$ cat config.mk
export PLATFORM = sky130hd
export DESIGN_NAME = wb_gpio_ctrl
export DESIGN_NICKNAME = d
export VERILOG_FILES = /design/src/rtl/wb_gpio_ctrl.sv
export SDC_FILE = /design/constraint.sdc
export NUM_CORES = 1
export LEC_CHECK = 0
export ABC_AREA = 1
export CORE_MARGIN = 2
export CORE_UTILIZATION = 58
export DETAILED_ROUTE_END_ITERATION = 8
export DONT_BUFFER_PORTS = 1
export GPL_TIMING_DRIVEN = 0
export PLACE_DENSITY = 0.85
export SYNTH_ARGS = -nofsm -noshare
export SYNTH_HDL_FRONTEND = slang
export SYNTH_SLANG_ARGS = --single-unit
$ cat constraint.sdc
create_clock -name clk_i -period 1.8 [get_ports clk_i]
set_input_delay 0.45 -clock clk_i [delete_from_list [all_inputs] [get_ports clk_i]]
set_output_delay 0.45 -clock clk_i [all_outputs]
set_load 0.005 [all_outputs]
$ cat src/rtl/wb_gpio_ctrl.sv
`default_nettype none
// ============================================================================
//  Module      : wb_gpio_ctrl
//  Description : Wishbone-slave GPIO controller. Per-pin direction, atomic
//                set/clear/toggle of the output register, synchronised input
//                path and per-pin rising/falling edge interrupts with a
//                write-1-to-clear status register and one level IRQ line.
//  Ports       : clk_i/rst_i       clock, asynchronous active-low reset
//                wb_*              Wishbone slave (registered ack and read data)
//                gpio_i            asynchronous pad inputs
//                gpio_o/gpio_oe_o  pad output values / output enables
//                irq_o             level interrupt, active-high
//  Revision    : 1.0 - initial release
// ============================================================================
module wb_gpio_ctrl #(
    parameter int          GPIO_WIDTH  = 32,
    parameter int          SYNC_STAGES = 2,
    parameter logic [31:0] OUT_RESET   = 32'h0000_0000
) (
    input  logic                  clk_i,
    input  logic                  rst_i,
    input  logic                  wb_stb_i,
    input  logic                  wb_cyc_i,
    input  logic                  wb_we_i,
    output logic                  wb_ack_o,
    input  logic [31:0]           wb_adr_i,
    input  logic [31:0]           wb_dat_i,
    output logic [31:0]           wb_dat_o,
    input  logic [3:0]            wb_sel_i,
    input  logic [GPIO_WIDTH-1:0] gpio_i,
    output logic [GPIO_WIDTH-1:0] gpio_o,
    output logic [GPIO_WIDTH-1:0] gpio_oe_o,
    output logic                  irq_o
);

    localparam logic [GPIO_WIDTH-1:0] OUT_RESET_M = OUT_RESET[GPIO_WIDTH-1:0];

    localparam logic [3:0] REG_DATA_IN  = 4'd0;
    localparam logic [3:0] REG_DATA_OUT = 4'd1;
    localparam logic [3:0] REG_DIR      = 4'd2;
    localparam logic [3:0] REG_IRQ_EN   = 4'd3;
    localparam logic [3:0] REG_IRQ_RISE = 4'd4;
    localparam logic [3:0] REG_IRQ_FALL = 4'd5;
    localparam logic [3:0] REG_IRQ_STAT = 4'd6;
    localparam logic [3:0] REG_OUT_SET  = 4'd7;
    localparam logic [3:0] REG_OUT_CLR  = 4'd8;
    localparam logic [3:0] REG_OUT_TGL  = 4'd9;

    // Register state
    logic [GPIO_WIDTH-1:0] data_out;
    logic [GPIO_WIDTH-1:0] dir;
    logic [GPIO_WIDTH-1:0] irq_en;
    logic [GPIO_WIDTH-1:0] irq_rise;
    logic [GPIO_WIDTH-1:0] irq_fall;
    logic [GPIO_WIDTH-1:0] irq_stat;
    logic [GPIO_WIDTH-1:0] sync_ff [SYNC_STAGES];
    logic [GPIO_WIDTH-1:0] prev;
    logic                  ack;

    // Combinational helpers
    logic [GPIO_WIDTH-1:0] sync;
    logic [GPIO_WIDTH-1:0] rise_evt;
    logic [GPIO_WIDTH-1:0] fall_evt;
    logic [GPIO_WIDTH-1:0] wmask;
    logic [GPIO_WIDTH-1:0] wdata;
    logic [GPIO_WIDTH-1:0] stat_clr;
    logic [GPIO_WIDTH-1:0] rd_word;
    logic [31:0]           rd_data;
    logic [31:0]           byte_mask;
    logic [3:0]            idx;
    logic                  access;
    logic                  wr;
    logic                  unused_bits;

    assign idx    = wb_adr_i[5:2];
    // A new access is only taken while the ack flop is low, so a held strobe
    // yields one transfer every second cycle.
    assign access = wb_stb_i & wb_cyc_i & ~ack;
    assign wr     = access & wb_we_i;

    assign wb_ack_o  = ack & wb_stb_i & wb_cyc_i;
    assign gpio_o    = data_out;
    assign gpio_oe_o = dir;

    assign sync     = sync_ff[SYNC_STAGES-1];
    assign rise_evt = sync & ~prev & irq_rise;
    assign fall_evt = ~sync & prev & irq_fall;

    always_comb begin
        byte_mask = '0;
        for (int i = 0; i < 4; i++) begin
            byte_mask[8*i +: 8] = {8{wb_sel_i[i]}};
        end
    end

    // Deselected byte lanes behave as zero data, which makes the same masked
    // value usable for plain writes, W1C and the set/clear/toggle ports.
    assign wmask    = byte_mask[GPIO_WIDTH-1:0];
    assign wdata    = wb_dat_i[GPIO_WIDTH-1:0] & wmask;
    assign stat_clr = (wr && (idx == REG_IRQ_STAT)) ? wdata : '0;

    always_comb begin
        rd_word = '0;
        case (idx)
            REG_DATA_IN:  rd_word = sync;
            REG_DATA_OUT: rd_word = data_out;
            REG_DIR:      rd_word = dir;
            REG_IRQ_EN:   rd_word = irq_en;
            REG_IRQ_RISE: rd_word = irq_rise;
            REG_IRQ_FALL: rd_word = irq_fall;
            REG_IRQ_STAT: rd_word = irq_stat;
            default:      rd_word = '0;
        endcase
    end

    always_comb begin
        rd_data                   = '0;
        rd_data[GPIO_WIDTH-1:0]   = rd_word;
    end

    assign unused_bits = ^{wb_adr_i[31:6], wb_adr_i[1:0], wb_dat_i, byte_mask};

    // Input synchroniser
    always_ff @(posedge clk_i or negedge rst_i) begin
        if (!rst_i) begin
            for (int i = 0; i < SYNC_STAGES; i++) begin
                sync_ff[i] <= '0;
            end
            prev <= '0;
        end else begin
            sync_ff[0] <= gpio_i;
            for (int i = 1; i < SYNC_STAGES; i++) begin
                sync_ff[i] <= sync_ff[i-1];
            end
            prev <= sync;
        end
    end

    // Bus handshake, interrupt status and register file
    always_ff @(posedge clk_i or negedge rst_i) begin
        if (!rst_i) begin
            ack      <= 1'b0;
            wb_dat_o <= '0;
            irq_o    <= 1'b0;
            data_out <= OUT_RESET_M;
            dir      <= '0;
            irq_en   <= '0;
            irq_rise <= '0;
            irq_fall <= '0;
            irq_stat <= '0;
        end else begin
            ack   <= access;
            irq_o <= |(irq_stat & irq_en);
            // Edge events are OR-ed in after the clear so a coincident edge wins.
            irq_stat <= (irq_stat & ~stat_clr) | rise_evt | fall_evt;
            if (access) begin
                wb_dat_o <= rd_data;
            end
            if (wr) begin
                case (idx)
                    REG_DATA_OUT: data_out <= (data_out & ~wmask) | wdata;
                    REG_DIR:      dir      <= (dir      & ~wmask) | wdata;
                    REG_IRQ_EN:   irq_en   <= (irq_en   & ~wmask) | wdata;
                    REG_IRQ_RISE: irq_rise <= (irq_rise & ~wmask) | wdata;
                    REG_IRQ_FALL: irq_fall <= (irq_fall & ~wmask) | wdata;
                    REG_OUT_SET:  data_out <= data_out | wdata;
                    REG_OUT_CLR:  data_out <= data_out & ~wdata;
                    REG_OUT_TGL:  data_out <= data_out ^ wdata;
                    default: ;
                endcase
            end
        end
    end

endmodule
`default_nettype wire

==> key figures <==
Outcome
  – Status: finished, violations left
  – Violated checks: hold timing, setup timing

Pwr
  – IR drop worst, VDD: 0.7687 mV
  – Power per cell area: 1046 nW/um2
  – Static leakage: roughly 0.0092 uW
  – Total power draw: 18700 uW

Yosys
  – Top_reg_cell synth: dfrtp_1
  – XOR/XNOR share of the synthesized area: 0%
  – Largest family of logic cells by synthesized area: simple AND/OR/NAND/NOR gates
  – Count leader, synth: nand2_1
  – Synth Register Bits: ~320
  – Sequential area share after synthesis: between 50% and 60%
  – Synth area leaders: dfrtp_1 53%, nand2_1 17%, nand3_1 8.3%
  – Synth Net Count: 2103
  – Synth Area in Compound Gates: 7.519%
  – Synth Area in Simple Gates: 30.99%
  – Post-synth top cells: 677 x nand2_1, 322 x dfrtp_1, 254 x nand3_1
  – Yosys top cell area share: 52.86%
  – Largest area contributor in the netlist: dfrtp_1
  – Mean Syn Cell Area: 7.753 um2
  – Number of flops mapped to enable cells by yosys: 0
  – Post-synth ARST share: 100.0%
  – Syn Std Cell Area: 15240 um2
  – YS warnings: 0
  – Synth Instances: a little under 2000
  – Adder-cell area share of the yosys netlist: 2.627%
  – Multiplexer share of the synthesized area: 0%
  – Netlist cell types: 22

Floorplanning
  – Die Wd: 166.1 um
  – Initial cell density of the core: 58.82%
  – Row cnt: between 50 and 60
  – Ports: 203
  – Die H: approximately 170 um
  – Core area: 25910 um2
  – Total Die Area: 27590 um2

Timing
  – Final period util: 102.3%
  – Post-route setup TNS: -114.7 ps
  – Measured slew at the worst slew-check pin: 1102 ps
  – Slew margin rel.: 26.53%
  – Tmin final: 1841 ps
  – Hold WS: -362.7 ps
  – Final Max Tran Viols: 0
  – Final Hold Vio Count: 322
  – RSZ-0062 raised after global routing: true
  – Endpoints failing setup: 8
  – Highest achievable clock rate: roughly 540 MHz
  – Worst Skew: 11.47 ps
  – Final Worst Setup Slack: -40.97 ps

Worst setup path
  – FF-to-FF End: irq_stat[3]$_DFF_PN0_
  – Critical Path Most Common Cell: nand3_4
  – Crit. path cell count: 9
  – WP data arrival: around 2200 ps
  – Critical path buffers and inverters: 4
  – Worst reg2reg path startpoint: ack$_DFF_PN0_
  – Slowest stage delay, CP: 370 ps
  – Crit end category: flop
  – Setup crit end: irq_stat[3]$_DFF_PN0_
  – Worst reg-to-reg setup slack: -40 ps
  – WS Path Type: reg -> reg
  – Critical path peak fanout: 7
  – CP Launch Type: flop
  – Crit path max-delay family: simple AND/OR/NAND/NOR gates
  – Origin of the worst setup path: ack$_DFF_PN0_
  – R2R cell count: 9
  – Slowest stage cell, crit path: dfrtp_1
  – CP Cell Sequence: inv_2 > nand3_4 > nor2_4 > buf_6 > buf_8 > nand3_4 > buf_12 > o21ai_0 > nand3_1
  – CP required: 2190 ps

Global route
  – Overflow after GRT: 0
  – Largest net degree at the start of global routing: 323
  – Antenna violations before repair: 1
  – Global-route usage over all layers: a little under two fifths
  – Vias in the first global route: between 10000 and 15000
  – First-pass GRT wire length: between 70000 and 80000 um

Drt
  – Post-Route WL: 52620 um
  – Drt drc: 0
  – Via density: just over 6
  – Starting DRT DRC Count: 2442
  – Drt wl/cell: 21.83 um
  – Routed Antenna Nets: 0
  – Via count: 14850
  – Drt pass-1 iters: 8

Cells and area
  – Final Util: 68.98%
  – P&R area growth vs syn: 17.27%
  – Final #Nets: 2188
  – Final Instance Area: 17870 um2
  – Fraction of layout cells with a size suffix above 1: approximately 9%

Flow run
  – Max cap viols: 0

Clock network
  – CTS tree: built
  – Max H-tree Level: 2
  – Worst-skew pair later-pin latency: 520 ps
  – CTS root buf: clkbuf_16
  – Clk buf depth: 3
  – Clock transition at path regs: 60 ps
  – # hold bufs at CTS: 32
  – TritonCTS Sinks: 322
  – Inserted Clock Buffers: 36

Min path
  – Hold Path Class: in -> async

Placement
  – Port Buffer Count: 0
  – Gpl congestion: approximately 0.99
  – Dpl hpwl: 33910 um
  – Placed cell area: approximately 16000 um2
-- worst min-delay path by stage --
stage | end | slack [ps] | cells after the start
finish | sync_ff[61]$_DFF_PN0_ | -360 | 0
global route | wb_dat_o[3]$_DFFE_PN0N_ | -380 | 0
CTS | wb_dat_o[31]$_DFFE_PN0N_ | -370 | 0
detailed placement | sync_ff[61]$_DFF_PN0_ | 170 | 0
global placement | sync[29]$_DFF_PN0_ | 170 | 0
floorplan | asynchronous set/reset pin | 150 | 0
-- routing by layer --
layer | GRT usage (%) | vias to the layer above | part of all wire (%)
met3 | 14.97 | 308 | 16
met2 | 54.99 | 1165 | 43
met1 | 46.80 | 6920 | 34
li1 | - | 6453 | -
met5 | 0 | - | 0.023
met4 | 21.66 | 2 | 7.1
-- layout make-up --
type                       instances  area, um2
multi-input combinational       1408       6519
sequential                       322       8058
buffer                            84      530.5
antenna                            1      2.502
inverter                         148      558.0
timing repair buffer              51      549.3
clock buffer                      48       1027
clock inverter                    14      211.5
tap                              335      419.2
fill                            1955       8036
-- placed cells by master (no fill, tap or decap), types with 2 or more instances in the layout --
master and instances:
nand2_1 676, ha_1 32, a21oi_1 50, nand3_4 14
o21ai_2 16, buf_8 3, nand2_2 4, clkbuf_2 20
clkbuf_8 6, clkbuf_1 28, dlygate4sd3_1 32, buf_4 16
nor3_1 7, clkinv_2 4, buf_1 3, o21ai_0 113
buf_6 9, clkinvlp_4 2, nor2_1 189, nand3_2 5
buf_12 4, nor2_2 3, inv_2 4, clkbuf_4 4
nand3_1 241, inv_6 3, buf_2 17, nor2_4 4
dfrtp_1 322, inv_1 143, clkbuf_16 41, bufinv_16 5
o21ai_1 50
-- power by group --
group / total, uW / leakage, uW / internal, uW / switching (uW)
registers: 8760 / 0.00400 / 7890 / 879
logic: 2200 / 0.00459 / 770 / 1430
clock network: 7740 / 0.000605 / 4730 / 3000
-- metrics by stage --
stage,worst slack (ps),cells,hold slack [ps]
after global placement,-751.8,2301,166.8
final,-40.97,2411,-362.7
after floorplan,25.98,1966,154.4
after CTS,-18.77,2397,-374.4
after detailed placement,-803.8,2301,166.3
after global routing,-66.51,2410,-377.0
-- repair_timing --
action | in CTS | in global routing
gates resized for setup | 67 | 135
pin swaps | 2 | 10
cloned | 0 | 4
setup endpoints to repair | 215 | 216
endpoints found under the hold margin | 354 | 322
setup buffers | 3 | 12
-- cells by family (layout without fill, tap and decap cells) --
family / after synthesis / count (layout)
AOI/OAI and AO/OA: 229 / 229
adders and majority gates: 32 / 32
buffers and inverters: 236 / 345
DFF: 322 / 322
other: 0 / 1
and+or+nand+nor: 1147 / 1147
Power figures use the tool's default switching activity.
